[config.mk]
export PLATFORM = sky130hd
export DESIGN_NAME = pc_sequencer
export DESIGN_NICKNAME = d
export VERILOG_FILES = /design/src/rtl/pc_seq_pkg.sv /design/src/rtl/fetch_watchdog.sv /design/src/rtl/pc_sequencer.sv
export SDC_FILE = /design/constraint.sdc
export NUM_CORES = 1
export LEC_CHECK = 0
export ABC_AREA = 1
export CAP_MARGIN = 20
export CORE_ASPECT_RATIO = 1.25
export CORE_MARGIN = 2
export CORE_UTILIZATION = 25
export CTS_BUF_LIST = sky130_fd_sc_hd__clkbuf_2
export DETAILED_ROUTE_END_ITERATION = 16
export PLACE_DENSITY = 0.63
export SLEW_MARGIN = 20
export SYNTH_ARGS = -nofsm -noshare
export SYNTH_HDL_FRONTEND = slang
export SYNTH_SLANG_ARGS = --single-unit
[constraint.sdc]
create_clock -name clk_i -period 1.25 [get_ports clk_i]
set_input_delay 0.1875 -clock clk_i [delete_from_list [all_inputs] [get_ports clk_i]]
set_output_delay 0.1875 -clock clk_i [all_outputs]
set_load 0.1 [all_outputs]
[src/rtl/pc_seq_pkg.sv]
// Shared definitions for the program-counter sequencer: state encoding, PC width, reset vector.
package pc_seq_pkg;

    localparam int unsigned PcWidth = 16;

    typedef logic [PcWidth-1:0] pc_t;
    typedef logic [1:0]         state_t;

    localparam state_t StOff   = 2'd0;
    localparam state_t StFetch = 2'd1;
    localparam state_t StExec  = 2'd2;
    localparam state_t StHalt  = 2'd3;

    localparam pc_t DefaultResetVector = 16'h0000;

    // Sequential next-PC; wraps modulo 2^PcWidth with no carry out.
    function automatic pc_t pc_inc(input pc_t pc);
        return pc + pc_t'(1);
    endfunction

endpackage

[src/rtl/fetch_watchdog.sv]
// Fetch-stall watchdog: counts consecutive stalled FETCH cycles and flags the timeout cycle.
// Only built when PC_SEQ_WATCHDOG_EN is defined.
`ifdef PC_SEQ_WATCHDOG_EN
module fetch_watchdog #(
    parameter int unsigned Timeout = 15
) (
    input  logic clk_i,
    input  logic reset_ni,
    input  logic stall_i,
    output logic timeout_o
);

    localparam int unsigned    CntW   = $clog2(Timeout + 1);
    localparam logic [CntW-1:0] CntMax = CntW'(Timeout);

    logic [CntW-1:0] cnt_q, cnt_d;

    // Any non-stalled cycle (or leaving FETCH) restarts the count from zero.
    always_comb begin
        cnt_d = '0;
        if (stall_i) begin
            cnt_d = (cnt_q == CntMax) ? cnt_q : cnt_q + CntW'(1);
        end
    end

    always_ff @(posedge clk_i or negedge reset_ni) begin
        if (!reset_ni) begin
            cnt_q <= '0;
        end else begin
            cnt_q <= cnt_d;
        end
    end

    assign timeout_o = stall_i && (cnt_q == CntMax);

endmodule
`endif

[src/rtl/pc_sequencer.sv]
// Instruction-cycle controller owning the PC: OFF -> FETCH -> EXEC -> (FETCH | HALT).
// Optional fetch watchdog enabled by defining PC_SEQ_WATCHDOG_EN.
module pc_sequencer
    import pc_seq_pkg::*;
#(
    parameter pc_t ResetVector = DefaultResetVector
`ifdef PC_SEQ_WATCHDOG_EN
    ,
    parameter int unsigned FetchTimeout = 15
`endif
) (
    input  logic               clk_i,
    input  logic               reset_ni,
    input  logic               is_powered_on_i,
    input  logic               mem_ready_i,
    input  logic               exec_done_i,
    input  logic               jump_en_i,
    input  logic [PcWidth-1:0] jump_target_i,
    input  logic               halt_i,
    output logic               fetch_req_o,
    output logic [PcWidth-1:0] fetch_addr_o,
    output logic               instr_valid_o,
    output logic [PcWidth-1:0] pc_o,
    output logic [1:0]         state_o,
    output logic               halted_o,
    output logic               fetch_fault_o
);

    state_t state_q, state_d;
    pc_t    pc_q, pc_d;
    logic   instr_valid_q, instr_valid_d;
    logic   timeout;

`ifdef PC_SEQ_WATCHDOG_EN
    logic fault_q, fault_d;

    fetch_watchdog #(
        .Timeout (FetchTimeout)
    ) u_fetch_watchdog (
        .clk_i     (clk_i),
        .reset_ni  (reset_ni),
        .stall_i   (state_q == StFetch && !mem_ready_i),
        .timeout_o (timeout)
    );

    // Sticky until power-off; timeout already excludes a same-cycle mem_ready.
    always_comb begin
        fault_d = fault_q;
        if (!is_powered_on_i) begin
            fault_d = 1'b0;
        end else if (timeout) begin
            fault_d = 1'b1;
        end
    end

    always_ff @(posedge clk_i or negedge reset_ni) begin
        if (!reset_ni) begin
            fault_q <= 1'b0;
        end else begin
            fault_q <= fault_d;
        end
    end

    assign fetch_fault_o = fault_q;
`else
    assign timeout       = 1'b0;
    assign fetch_fault_o = 1'b0;
`endif

    always_comb begin
        state_d       = state_q;
        pc_d          = pc_q;
        instr_valid_d = 1'b0;
        if (!is_powered_on_i) begin
            state_d = StOff;
            pc_d    = ResetVector;
        end else begin
            case (state_q)
                StOff: begin
                    state_d = StFetch;
                end
                StFetch: begin
                    if (mem_ready_i) begin
                        state_d       = StExec;
                        instr_valid_d = 1'b1;
                    end else if (timeout) begin
                        state_d = StHalt;
                    end
                end
                StExec: begin
                    // halt outranks jump_en; both are don't-care without exec_done.
                    if (exec_done_i) begin
                        if (halt_i) begin
                            state_d = StHalt;
                        end else if (jump_en_i) begin
                            state_d = StFetch;
                            pc_d    = jump_target_i;
                        end else begin
                            state_d = StFetch;
                            pc_d    = pc_inc(pc_q);
                        end
                    end
                end
                StHalt: begin
                    state_d = StHalt;
                end
                default: begin
                    state_d = StOff;
                    pc_d    = ResetVector;
                end
            endcase
        end
    end

    always_ff @(posedge clk_i or negedge reset_ni) begin
        if (!reset_ni) begin
            state_q       <= StOff;
            pc_q          <= ResetVector;
            instr_valid_q <= 1'b0;
        end else begin
            state_q       <= state_d;
            pc_q          <= pc_d;
            instr_valid_q <= instr_valid_d;
        end
    end

    assign fetch_req_o   = (state_q == StFetch);
    assign fetch_addr_o  = pc_q;
    assign pc_o          = pc_q;
    assign instr_valid_o = instr_valid_q;
    assign state_o       = state_q;
    assign halted_o      = (state_q == StHalt);

endmodule

==> reports/summary.md, run 1 <==
## Status
- **status** finished with violations
- **violations in the final reports** negative setup slack

## STA
- **Final Hold Viols** 0
- **Setup Skew** 0.00497 ns
- **Post-Route Hold Slack** 0.150 ns
- **total count of max-transition violations in the final report** 0
- **final cycle utilization of the critical path** 1.23
- **unrepaired setup endpoints after global routing** true
- **min setup slack post-route** -0.288 ns
- **Setup Viol. Count Final** 54
- **minimum period implied by the final worst setup slack** 1.54 ns
- **achievable clock frequency** 650 MHz

## Floorplanning
- **Starting Density** 0.262
- **number of top-level pins** 61
- **die outline height** 89.0 um
- **total core area** 5520 um^2
- **DIE WIDTH** 72.0 um
- **Placement Rows** 30
- **Die Outline Area** 6400 um^2

## Detailed routing
- **post-detailed-route count of antenna-violating nets** 0
- **total via count in the routed design** 1737
- **number of DRC markers in iteration 0** 84
- **DRT Wirelength** 4760 um
- **TritonRoute pass-1 iters** 5
- **vias per std cell** 4.58
- **remaining design rule violation count** 0
- **drt wl/cell** 12.6 um

## Synth
- **area fraction in compound gates after synthesis** 0.0884
- **synthesized-area fraction occupied by xor and xnor cells** 0.0303
- **synthesized-area fraction occupied by and/or/nand/nor cells** 0.364
- **total number of yosys warnings** 0
- **main combinational cell family by area after synthesis** simple AND/OR/NAND/NOR gates
- **flop and latch count out of synthesis** 19
- **dominant cell type by area after synthesis** sky130_fd_sc_hd__dfrtp_1
- **Synth Net Count** 242
- **Yosys top cell area share** 0.329
- **Cell variety after synth** 26
- **Post-Synthesis Mean Instance Area** 6.62 um^2
- **portion of netlist area occupied by mux cells** 0.00693
- **synthesized area** 1440 um^2
- **synthesized instance count** 218
- **largest cells by area after synthesis** sky130_fd_sc_hd__dfrtp_1, sky130_fd_sc_hd__nand2_1, sky130_fd_sc_hd__buf_4
- **Adder-Cell Fraction of Synth Area** 0.00867
- **share of the yosys chip area belonging to registers** 0.329

## Clocking
- **clock buffers created by TritonCTS** 3
- **clock edge transition at the registers on the reported setup and hold paths** 0.21 ns
- **clock insertion delay at the later pin of the skew report** 0.35 ns
- **TritonCTS clock tree** yes
- **TritonCTS sink count** 19
- **CTS H-tree lvls** 1
- **cell at the root of the clock tree** sky130_fd_sc_hd__clkbuf_2
- **Longest Clk Path Bufs** 2

## Placement
- **GP Congestion** 0.863
- **post-detailed-placement half-perimeter wirelength** 3320 um
- **number of buffers added on ports** 59
- **placed instance count** 348
- **area post-placement** 2700 um^2

## Global route
- **global-route usage over all layers** 0.156
- **global route total overflow** 0
- **initial antenna violation count** 0
- **pin count of the biggest net entering global routing** 20
- **wire length of the first global-routing pass** 7890 um
- **number of global-route vias before repair** 1753

## Finish
- **count of inserted antenna diode cells** 0
- **signed area change from the synthesized netlist to the final layout** 115%
- **post-route design area** 3110 um^2
- **non-filler cells, final** 379
- **filler instances** 466
- **fraction of final layout cells sized beyond drive strength 1** 0.492
- **final layout net count** 340

## Critical path
- **cell with the largest stage delay on the worst path** sky130_fd_sc_hd__dfrtp_4
- **CP Cell Sequence** buf_6, nand2_2, clkinvlp_4, buf_12
- **Crit path required time** 1.06 ns
- **CP arrival** 1.35 ns
- **Buf/Inv on CP** 3
- **endpoint class of the critical path** primary output
- **delay contributed by the slowest stage of the critical path** 0.54 ns
- **critical path start-end classification** register to primary output
- **nature of the critical path startpoint** register
- **cell family with the largest share of critical-path delay** flip-flops
- **highest fanout seen on the critical path** 2

## Power and ir drop
- **maximum ir drop on the vdd rail** 0.822 mV
- **PD cells** 649 nW/um^2
- **Design Power** 2.02 mW
- **leakage power total** 1.39 nW

## Worst hold path
- **worst hold path class** input pin to asynchronous set/reset pin

## Flow run
- **# Max-Cap Violations** 0

==> cells in the mapped netlist, drive strengths merged <==
master,n
a21oi,1
a31oi,1
nor2,38
nand2,64
buf,21
nand3,14
o22ai,3
conb,1
a31o,1
mux2i,1
xor2,5
nand3b,1
nand4,4
inv,26
nor3,1
o211ai,1
o21ai,15
dfrtp,19
ha,1
==> cells by family (layout without fill, tap and decap cells) <==
group / Yosys count / in the layout
buffers and inverters: 47 / 144
AO/OA/AOI/OAI: 22 / 22
AND/OR/NAND/NOR: 122 / 122
flip-flops: 19 / 19
multiplexers: 1 / 1
XOR/XNOR: 5 / 5
adder cells (fa/ha/maj): 1 / 1
other: 1 / 1
==> flip-flops by register name (all words and copies together), names as in the netlist <==
signal,count
state_o,2
instr_valid_o,1
fetch_addr_o,16
==> metrics by stage <==
| step | util | setup TNS, ns | setup WS [ns] |
|---|---|---|---|
| after global routing | 0.563 | -9.97 | -0.347 |
| final | 0.563 | -6.67 | -0.288 |
| after detailed placement | 0.489 | -1.68 | -0.136 |
| after global placement | 0.489 | -1.40 | -0.0918 |
| after floorplan | - | -2.62 | -0.275 |
| after CTS | 0.541 | -5.86 | -0.277 |
==> final timing paths <==
check | cells after the start | end | slack [ns] | from
max in group asynchronous | 2 | fetch_addr_o[11] | 0.86 | reset_ni
min | 2 | fetch_addr_o[10] | 0.15 | reset_ni
min in group clk_i | 3 | instr_valid_o | 0.37 | mem_ready_i
max | 4 | halted_o | -0.29 | state_o[1]
max reg2reg | 7 | fetch_addr_o[9] | -0.18 | state_o[0]
min reg2reg | 3 | fetch_addr_o[9] | 0.69 | fetch_addr_o[9]
==> worst register-to-register path, delay by kind of cell, from the launching register on <==
kind | cells | cell delay (ns)
buf+inv | 2 | 0.38
flops | 1 | 0.52
simple gates | 5 | 0.50
==> where the power goes <==
group	total, mW	switching [mW]	internal (mW)	leakage [nW]
Clock	0.313	0.228	0.0846	0.0166
Sequential	0.679	0.0264	0.652	0.227
Combinational	1.03	0.588	0.438	1.14
==> area by class of cell <==
class	count	area [um^2]	area share
multi-input combinational	152	848	0.273
inverter	26	108	0.0346
sequential	19	543	0.175
timing repair buffer	114	1510	0.485
clock buffer	4	20.0	0.00644
tap	64	80.1	0.0258
==> placed cells by master (no fill, tap or decap), types with 4 or more instances in the layout <==
cell                              Yosys  layout
sky130_fd_sc_hd__nand3_1             12      11
sky130_fd_sc_hd__buf_6                0      21
sky130_fd_sc_hd__clkbuf_2             0       4
sky130_fd_sc_hd__o21ai_2              0       5
sky130_fd_sc_hd__buf_12               0      40
sky130_fd_sc_hd__clkdlybuf4s50_1      0      22
sky130_fd_sc_hd__inv_1               22      18
sky130_fd_sc_hd__nand2_1             63      57
sky130_fd_sc_hd__nand4_1              4       4
sky130_fd_sc_hd__inv_2                4       5
sky130_fd_sc_hd__dfrtp_4              0      18
sky130_fd_sc_hd__xor2_1               5       5
sky130_fd_sc_hd__nand2_2              1       4
sky130_fd_sc_hd__nor2_2               3       9
sky130_fd_sc_hd__nor2_1              33      25
sky130_fd_sc_hd__buf_4               17      30
sky130_fd_sc_hd__nor2_4               2       4
sky130_fd_sc_hd__o21ai_1              7       8
==> per-layer routing <==
layer / GRT usage / part of all wire
met2: 0.292 / 0.55
met1: 0.180 / 0.39
met3: 0.0282 / 0.049
met5: 0 / 0
met4: 0.0463 / 0.012
==> timing repair <==
item	CTS	global route
gates cloned	1	1
pin swaps	12	3
setup buffers	22	5
setup endpoints to repair	50	54
hold buffers	0	0
resized for setup	32	21
No activity file was read; power rests on OpenSTA's default activity.
==> run 2: changes to the inputs <==
--- a/config.mk
+++ b/config.mk
@@ -8,11 +8,12 @@
 export ABC_AREA = 1
 export CAP_MARGIN = 20
 export CORE_ASPECT_RATIO = 1.25
-export CORE_MARGIN = 2
+export CORE_MARGIN = 8
 export CORE_UTILIZATION = 25
 export CTS_BUF_LIST = sky130_fd_sc_hd__clkbuf_2
 export DETAILED_ROUTE_END_ITERATION = 16
 export PLACE_DENSITY = 0.63
+export RECOVER_POWER = 25
 export SLEW_MARGIN = 20
 export SYNTH_ARGS = -nofsm -noshare
 export SYNTH_HDL_FRONTEND = slang
==> reports/summary.md, run 2 (same netlist as run 1, synthesis figures left out) <==
## Global route
- **number of global-route vias before repair** 1906, +8.7%
- **global route total overflow** 0, unchanged
- **pin count of the biggest net entering global routing** 20, unchanged
- **global-route usage over all layers** 0.119, -0.0371
- **wire length of the first global-routing pass** 8470 um, +7.4%
- **initial antenna violation count** 0, unchanged

## Floorplanning
- **number of top-level pins** 61, unchanged
- **DIE WIDTH** 84.0 um, +17%
- **Die Outline Area** 8480 um^2, +32%
- **total core area** 5700 um^2, +3.3%
- **Placement Rows** 31, +3.3%
- **Starting Density** 0.253, -0.00844
- **die outline height** 101 um, +13%

## Finish
- **post-route design area** 3120 um^2, +0.40%
- **area occupied by registers** 543 um^2, unchanged
- **multi-input logic area** 855 um^2, +0.74%
- **max reg flops** 16, unchanged
- **signed area change from the synthesized netlist to the final layout** 116%
- **utilization of the core after routing** 0.547, -0.0160
- **highest-count cells in the layout ignoring fill and taps** sky130_fd_sc_hd__nand2_1, sky130_fd_sc_hd__buf_12, sky130_fd_sc_hd__buf_4
- **count of inserted antenna diode cells** 0, unchanged
- **non-filler cells, final** 386, +1.8%
- **fraction of final layout cells sized beyond drive strength 1** 0.497, +0.00481
- **final layout net count** 345, +1.5%
- **most common library cell in the layout ignoring fill and taps** sky130_fd_sc_hd__nand2_1
- **filler instances** 514, +10%

## Placement
- **number of buffers added on ports** 59, unchanged
- **placed instance count** 356, +2.3%
- **area post-placement** 2720 um^2, +0.83%
- **GP Congestion** 0.847, -1.9%
- **post-detailed-placement half-perimeter wirelength** 3600 um, +8.2%

## Critical path
- **CP arrival** 1.32 ns, -0.03 ns
- **CP Cell Sequence** buf_6, nand2_4, clkinvlp_4, buf_12
- **endpoint class of the critical path** primary output
- **critical path start-end classification** register to primary output
- **highest fanout seen on the critical path** 4, +2
- **delay contributed by the slowest stage of the critical path** 0.52 ns, -0.02 ns
- **cell with the largest stage delay on the worst path** sky130_fd_sc_hd__dfrtp_4
- **Crit path required time** 1.06 ns, about the same
- **nature of the critical path startpoint** register

## Clocking
- **TritonCTS sink count** 19, unchanged
- **cell at the root of the clock tree** sky130_fd_sc_hd__clkbuf_2
- **Longest Clk Path Bufs** 2, unchanged
- **clock insertion delay at the later pin of the skew report** 0.33 ns, -0.02 ns
- **TritonCTS clock tree** yes
- **clock edge transition at the registers on the reported setup and hold paths** 0.22 ns, about the same
- **CTS H-tree lvls** 1, unchanged
- **clock buffers created by TritonCTS** 3, unchanged

## STA
- **Post-Route Hold Slack** 0.312 ns, +0.162 ns
- **final cycle utilization of the critical path** 1.21, -0.0230
- **unrepaired setup endpoints after global routing** true
- **Relative slew margins** 0.657
- **min setup slack post-route** -0.259 ns, +0.0287 ns
- **setup_tns** -5.74 ns, +0.929 ns
- **slew at the pin with the worst max-slew slack** 0.515 ns
- **minimum period implied by the final worst setup slack** 1.51 ns, -0.0287 ns
- **Setup Viol. Count Final** 51, -5.6%
- **Final Hold Viols** 0, unchanged
- **achievable clock frequency** 663 MHz, +1.9%
- **Setup Skew** 0.0164 ns, +0.0114 ns
- **total count of max-transition violations in the final report** 0, unchanged

## Power and ir drop
- **leakage power total** 1.41 nW, +1.5%
- **maximum ir drop on the vdd rail** 0.620 mV, -25%
- **PD cells** 642 nW/um^2, -1.1%

## Detailed routing
- **total via count in the routed design** 1732, -0.29%
- **drt wl/cell** 12.6 um, about the same
- **vias per std cell** 4.49, -2.1%
- **TritonRoute pass-1 iters** 4, -1
- **post-detailed-route count of antenna-violating nets** 0, unchanged
- **remaining design rule violation count** 0, unchanged
- **number of DRC markers in iteration 0** 80, -4.8%
- **DRT Wirelength** 4850 um, +1.9%

## Status
- **status** finished with violations
- **violations in the final reports** negative setup slack

## Worst hold path
- **worst hold path class** input pin to asynchronous set/reset pin

## Flow run
- **# Max-Cap Violations** 0, unchanged

run 2: cell count changes in the layout (fill, tap and decap cells not counted), moves of 2 or more:
cell | previous run | this run
sky130_fd_sc_hd__buf_12 | 40 | 38
sky130_fd_sc_hd__buf_4 | 30 | 34
sky130_fd_sc_hd__buf_6 | 21 | 24
sky130_fd_sc_hd__nand2_1 | 57 | 54
sky130_fd_sc_hd__nand2_2 | 4 | 6
sky130_fd_sc_hd__nor2_2 | 9 | 7
sky130_fd_sc_hd__o21ai_0 | 2 | 6
sky130_fd_sc_hd__o21ai_2 | 5 | 1
run 2: final timing paths:
check	start	end	slack (ns)	cells after the start
max in group asynchronous	reset_ni	fetch_addr_o[5]	0.53	2
min in group clk_i	mem_ready_i	instr_valid_o	0.41	3
setup / recovery	state_o[0]	fetch_req_o	-0.26	4
hold / removal	reset_ni	fetch_addr_o[10]	0.31	2
hold reg to reg	fetch_addr_o[10]	fetch_addr_o[10]	0.69	3
setup reg to reg	state_o[1]	fetch_addr_o[7]	-0.14	8
run 2: area by class of cell:
cell class                 instances  area share
clock buffer                       4     0.00642
tap                               66      0.0265
inverter                          26      0.0345
multi-input combinational        152       0.274
sequential                        19       0.174
timing repair buffer             119       0.485
run 2: through the flow:
step | setup slack (ns) | total power, mW
after CTS | -0.271 | 2.00
after detailed placement | -0.162 | 1.58
final | -0.259 | 2.00
after global placement | -0.144 | 1.58
after global routing | -0.340 | 2.09
after floorplan | -0.275 | 1.19
run 2: where the power goes:
part	switching (mW)	internal, mW	total (mW)
clock	0.219	0.0846	0.304
sequential	0.0241	0.652	0.676
combinational	0.588	0.436	1.02
run 2: per-layer routing:
layer	share of wire	vias up	global-route usage	wire length [um]
met5	0	-	0	0
met4	0.0070	0	0.0346	34
met3	0.063	4	0.0340	304
met2	0.53	62	0.218	2570
met1	0.40	795	0.128	1950
li1	-	871	-	-
run 2: timing repair:
action	in CTS	in global routing
endpoints found under the hold margin	0	0
gates cloned	1	0
endpoints found under the setup margin	52	54
hold buffers	0	0
gates resized for setup	39	14
buffers inserted	23	2
pin swaps	1	6
run 2: critical path, delay by kind of cell (launching register included):
family        cells  cell delay, ns
flops             1            0.52
buf+inv           3            0.41
simple gates      1            0.07
==> run 3: changes to the inputs <==
--- a/config.mk
+++ b/config.mk
@@ -8,7 +8,6 @@
 export ABC_AREA = 1
 export CAP_MARGIN = 20
 export CORE_ASPECT_RATIO = 1.25
-export CORE_MARGIN = 8
 export CORE_UTILIZATION = 25
 export CTS_BUF_LIST = sky130_fd_sc_hd__clkbuf_2
 export DETAILED_ROUTE_END_ITERATION = 16
==> reports/summary.md, run 3 (same netlist as run 1, synthesis figures left out) <==
## Floorplanning
- **Placement Rows** 30, -3.2%
- **Starting Density** 0.263, +0.0102
- **Die Outline Area** 6090 um^2, -28%
- **die outline height** 87.0 um, -14%
- **number of top-level pins** 61, unchanged
- **total core area** 5480 um^2, -3.9%
- **DIE WIDTH** 70.0 um, -17%

## Power and ir drop
- **leakage power total** 1.41 nW, about the same
- **maximum ir drop on the vdd rail** 0.486 mV, -22%
- **switching part of the total power** 0.417, +0.00232
- **PD cells** 636 nW/um^2, -1.0%
- **proportion of power drawn by the clock network** 0.152, about the same
- **register share of total power** 0.334, -0.004
- **switching power summed over all nets** 842 uW, +1.3%
- **portion of total power attributed to combinational logic** 0.514, +0.003
- **cell internal power dissipation** 1.18 mW, +0.30%

## Status
- **violations in the final reports** negative setup slack
- **status** finished with violations

## Worst hold path
- **worst hold path class** input pin to asynchronous set/reset pin

## STA
- **final cycle utilization of the critical path** 1.24, +0.0309
- **Setup Skew** 0.00568 ns, -0.0107 ns
- **Relative slew margins** 0.645, -0.0119
- **achievable clock frequency** 646 MHz, -2.5%
- **unrepaired setup endpoints after global routing** true
- **minimum period implied by the final worst setup slack** 1.55 ns, +0.0387 ns
- **slew at the pin with the worst max-slew slack** 0.533 ns, +0.0179 ns
- **min setup slack post-route** -0.297 ns, -0.0387 ns
- **Setup Viol. Count Final** 53, +3.9%
- **total count of max-transition violations in the final report** 0, unchanged
- **Final Hold Viols** 0, unchanged

## Finish
- **signed area change from the synthesized netlist to the final layout** 120%
- **non-filler cells, final** 387, +0.26%
- **final layout net count** 348, +0.87%
- **most common library cell in the layout ignoring fill and taps** sky130_fd_sc_hd__nand2_1
- **max reg flops** 16, unchanged
- **highest-count cells in the layout ignoring fill and taps** sky130_fd_sc_hd__nand2_1, sky130_fd_sc_hd__buf_12, sky130_fd_sc_hd__buf_4
- **post-route design area** 3170 um^2, +1.7%
- **count of inserted antenna diode cells** 0, unchanged
- **fraction of final layout cells sized beyond drive strength 1** 0.502, +0.00467

## Detailed routing
- **TritonRoute pass-1 iters** 4, unchanged
- **remaining design rule violation count** 0, unchanged
- **vias per std cell** 4.57, +1.8%
- **drt wl/cell** 12.5 um, -0.94%
- **number of DRC markers in iteration 0** 100, +25%
- **post-detailed-route count of antenna-violating nets** 0, unchanged
- **DRT Wirelength** 4820 um, -0.68%
- **total via count in the routed design** 1768, +2.1%

## Global route
- **pin count of the biggest net entering global routing** 20, unchanged
- **global route total overflow** 0, unchanged
- **initial antenna violation count** 0, unchanged
- **global-route usage over all layers** 0.158, +0.0392
- **number of global-route vias before repair** 1718, -9.9%
- **wire length of the first global-routing pass** 7660 um, -9.5%

## Placement
- **area post-placement** 2720 um^2, unchanged
- **placed instance count** 351, -1.4%
- **post-detailed-placement half-perimeter wirelength** 3300 um, -8.1%
- **GP Congestion** 0.831, -1.8%
- **number of buffers added on ports** 59, unchanged

## Critical path
- **Crit path required time** 1.06 ns, about the same
- **CP arrival** 1.36 ns, +0.04 ns
- **nature of the critical path startpoint** register
- **cell with the largest stage delay on the worst path** sky130_fd_sc_hd__dfrtp_4
- **endpoint class of the critical path** primary output
- **critical path start-end classification** register to primary output
- **cell family with the largest share of critical-path delay** flip-flops
- **Buf/Inv on CP** 3, unchanged
- **delay contributed by the slowest stage of the critical path** 0.53 ns, about the same
- **launching point of the worst reg2reg path** state_o[1]
- **CP Cell Sequence** buf_6, nand2_4, clkinvlp_4, buf_12
- **highest fanout seen on the critical path** 4, unchanged
- **Reg2Reg Depth** 10, +2
- **reg-to-reg setup timing slack** -0.26 ns, -0.12 ns
- **Worst R2R End** fetch_addr_o[15]

## Clocking
- **TritonCTS sink count** 19, unchanged
- **clock buffers created by TritonCTS** 3, unchanged
- **CTS H-tree lvls** 1, unchanged
- **number of buffers inserted for hold repair after clock tree synthesis** 0, unchanged
- **Longest Clk Path Bufs** 2, unchanged
- **cell at the root of the clock tree** sky130_fd_sc_hd__clkbuf_2
- **clock edge transition at the registers on the reported setup and hold paths** 0.20 ns, -0.02 ns
- **clock insertion delay at the later pin of the skew report** 0.34 ns, about the same
- **TritonCTS clock tree** yes

## Flow run
- **# Max-Cap Violations** 0, unchanged

-- run 3: repair_timing --
item | in CTS | in global routing
endpoints found under the hold margin | 0 | 0
setup buffers | 26 | 5
cloned | 1 | 0
endpoints found under the setup margin | 51 | 54
pin swaps | 4 | 9
resized for setup | 37 | 22
-- run 3: area by class of cell --
cell class              instances  area (um^2)
flip-flops and latches         19          543
well taps                      64         80.1
inverters                      26          113
fillers                       468         2310
repair buffers                122         1560
clock buffers                   4         20.0
multi-input cells             152          862
-- run 3: per-layer routing --
layer  vias to the layer above  part of all wire  track usage
met5                         -                 0            0
li1                        875                 -            -
met3                         7             0.043       0.0197
met4                         0             0.016       0.0636
met1                       836              0.39        0.184
met2                        50              0.55        0.291
-- run 3: power groups by stage --
stage / combinational [mW] / sequential, mW / clock, mW
finish: 1.04 / 0.674 / 0.306
global route: 1.08 / 0.678 / 0.337
CTS: 0.995 / 0.674 / 0.312
detailed placement: 0.882 / 0.692 / 0
global placement: 0.877 / 0.691 / 0
floorplan: 0.312 / 0.879 / 0
-- run 3: worst max path at each step --
stage,from,to,slack [ns],cells after the start
final,state_o[0],fetch_req_o,-0.30,4
after global routing,state_o[0],fetch_req_o,-0.36,4
after CTS,state_o[1],fetch_req_o,-0.29,5
after detailed placement,halt_i,fetch_addr_o[10],-0.24,6
after global placement,is_powered_on_i,fetch_addr_o[14],-0.18,6
after floorplan,state_o[1],instr_valid_o,-0.28,5
-- run 3: stage by stage --
step                      hold WS, ns  setup TNS [ns]  utilization  setup slack, ns  power (mW)
after global placement          0.561           -2.59        0.497           -0.180        1.57
after floorplan                -0.108           -2.62            -           -0.275        1.19
after detailed placement        0.565           -3.46        0.497           -0.238        1.57
after CTS                       0.174           -8.18        0.560           -0.286        1.98
after global routing            0.354          -10.40        0.579           -0.361        2.10
final                           0.322           -7.53        0.579           -0.297        2.02
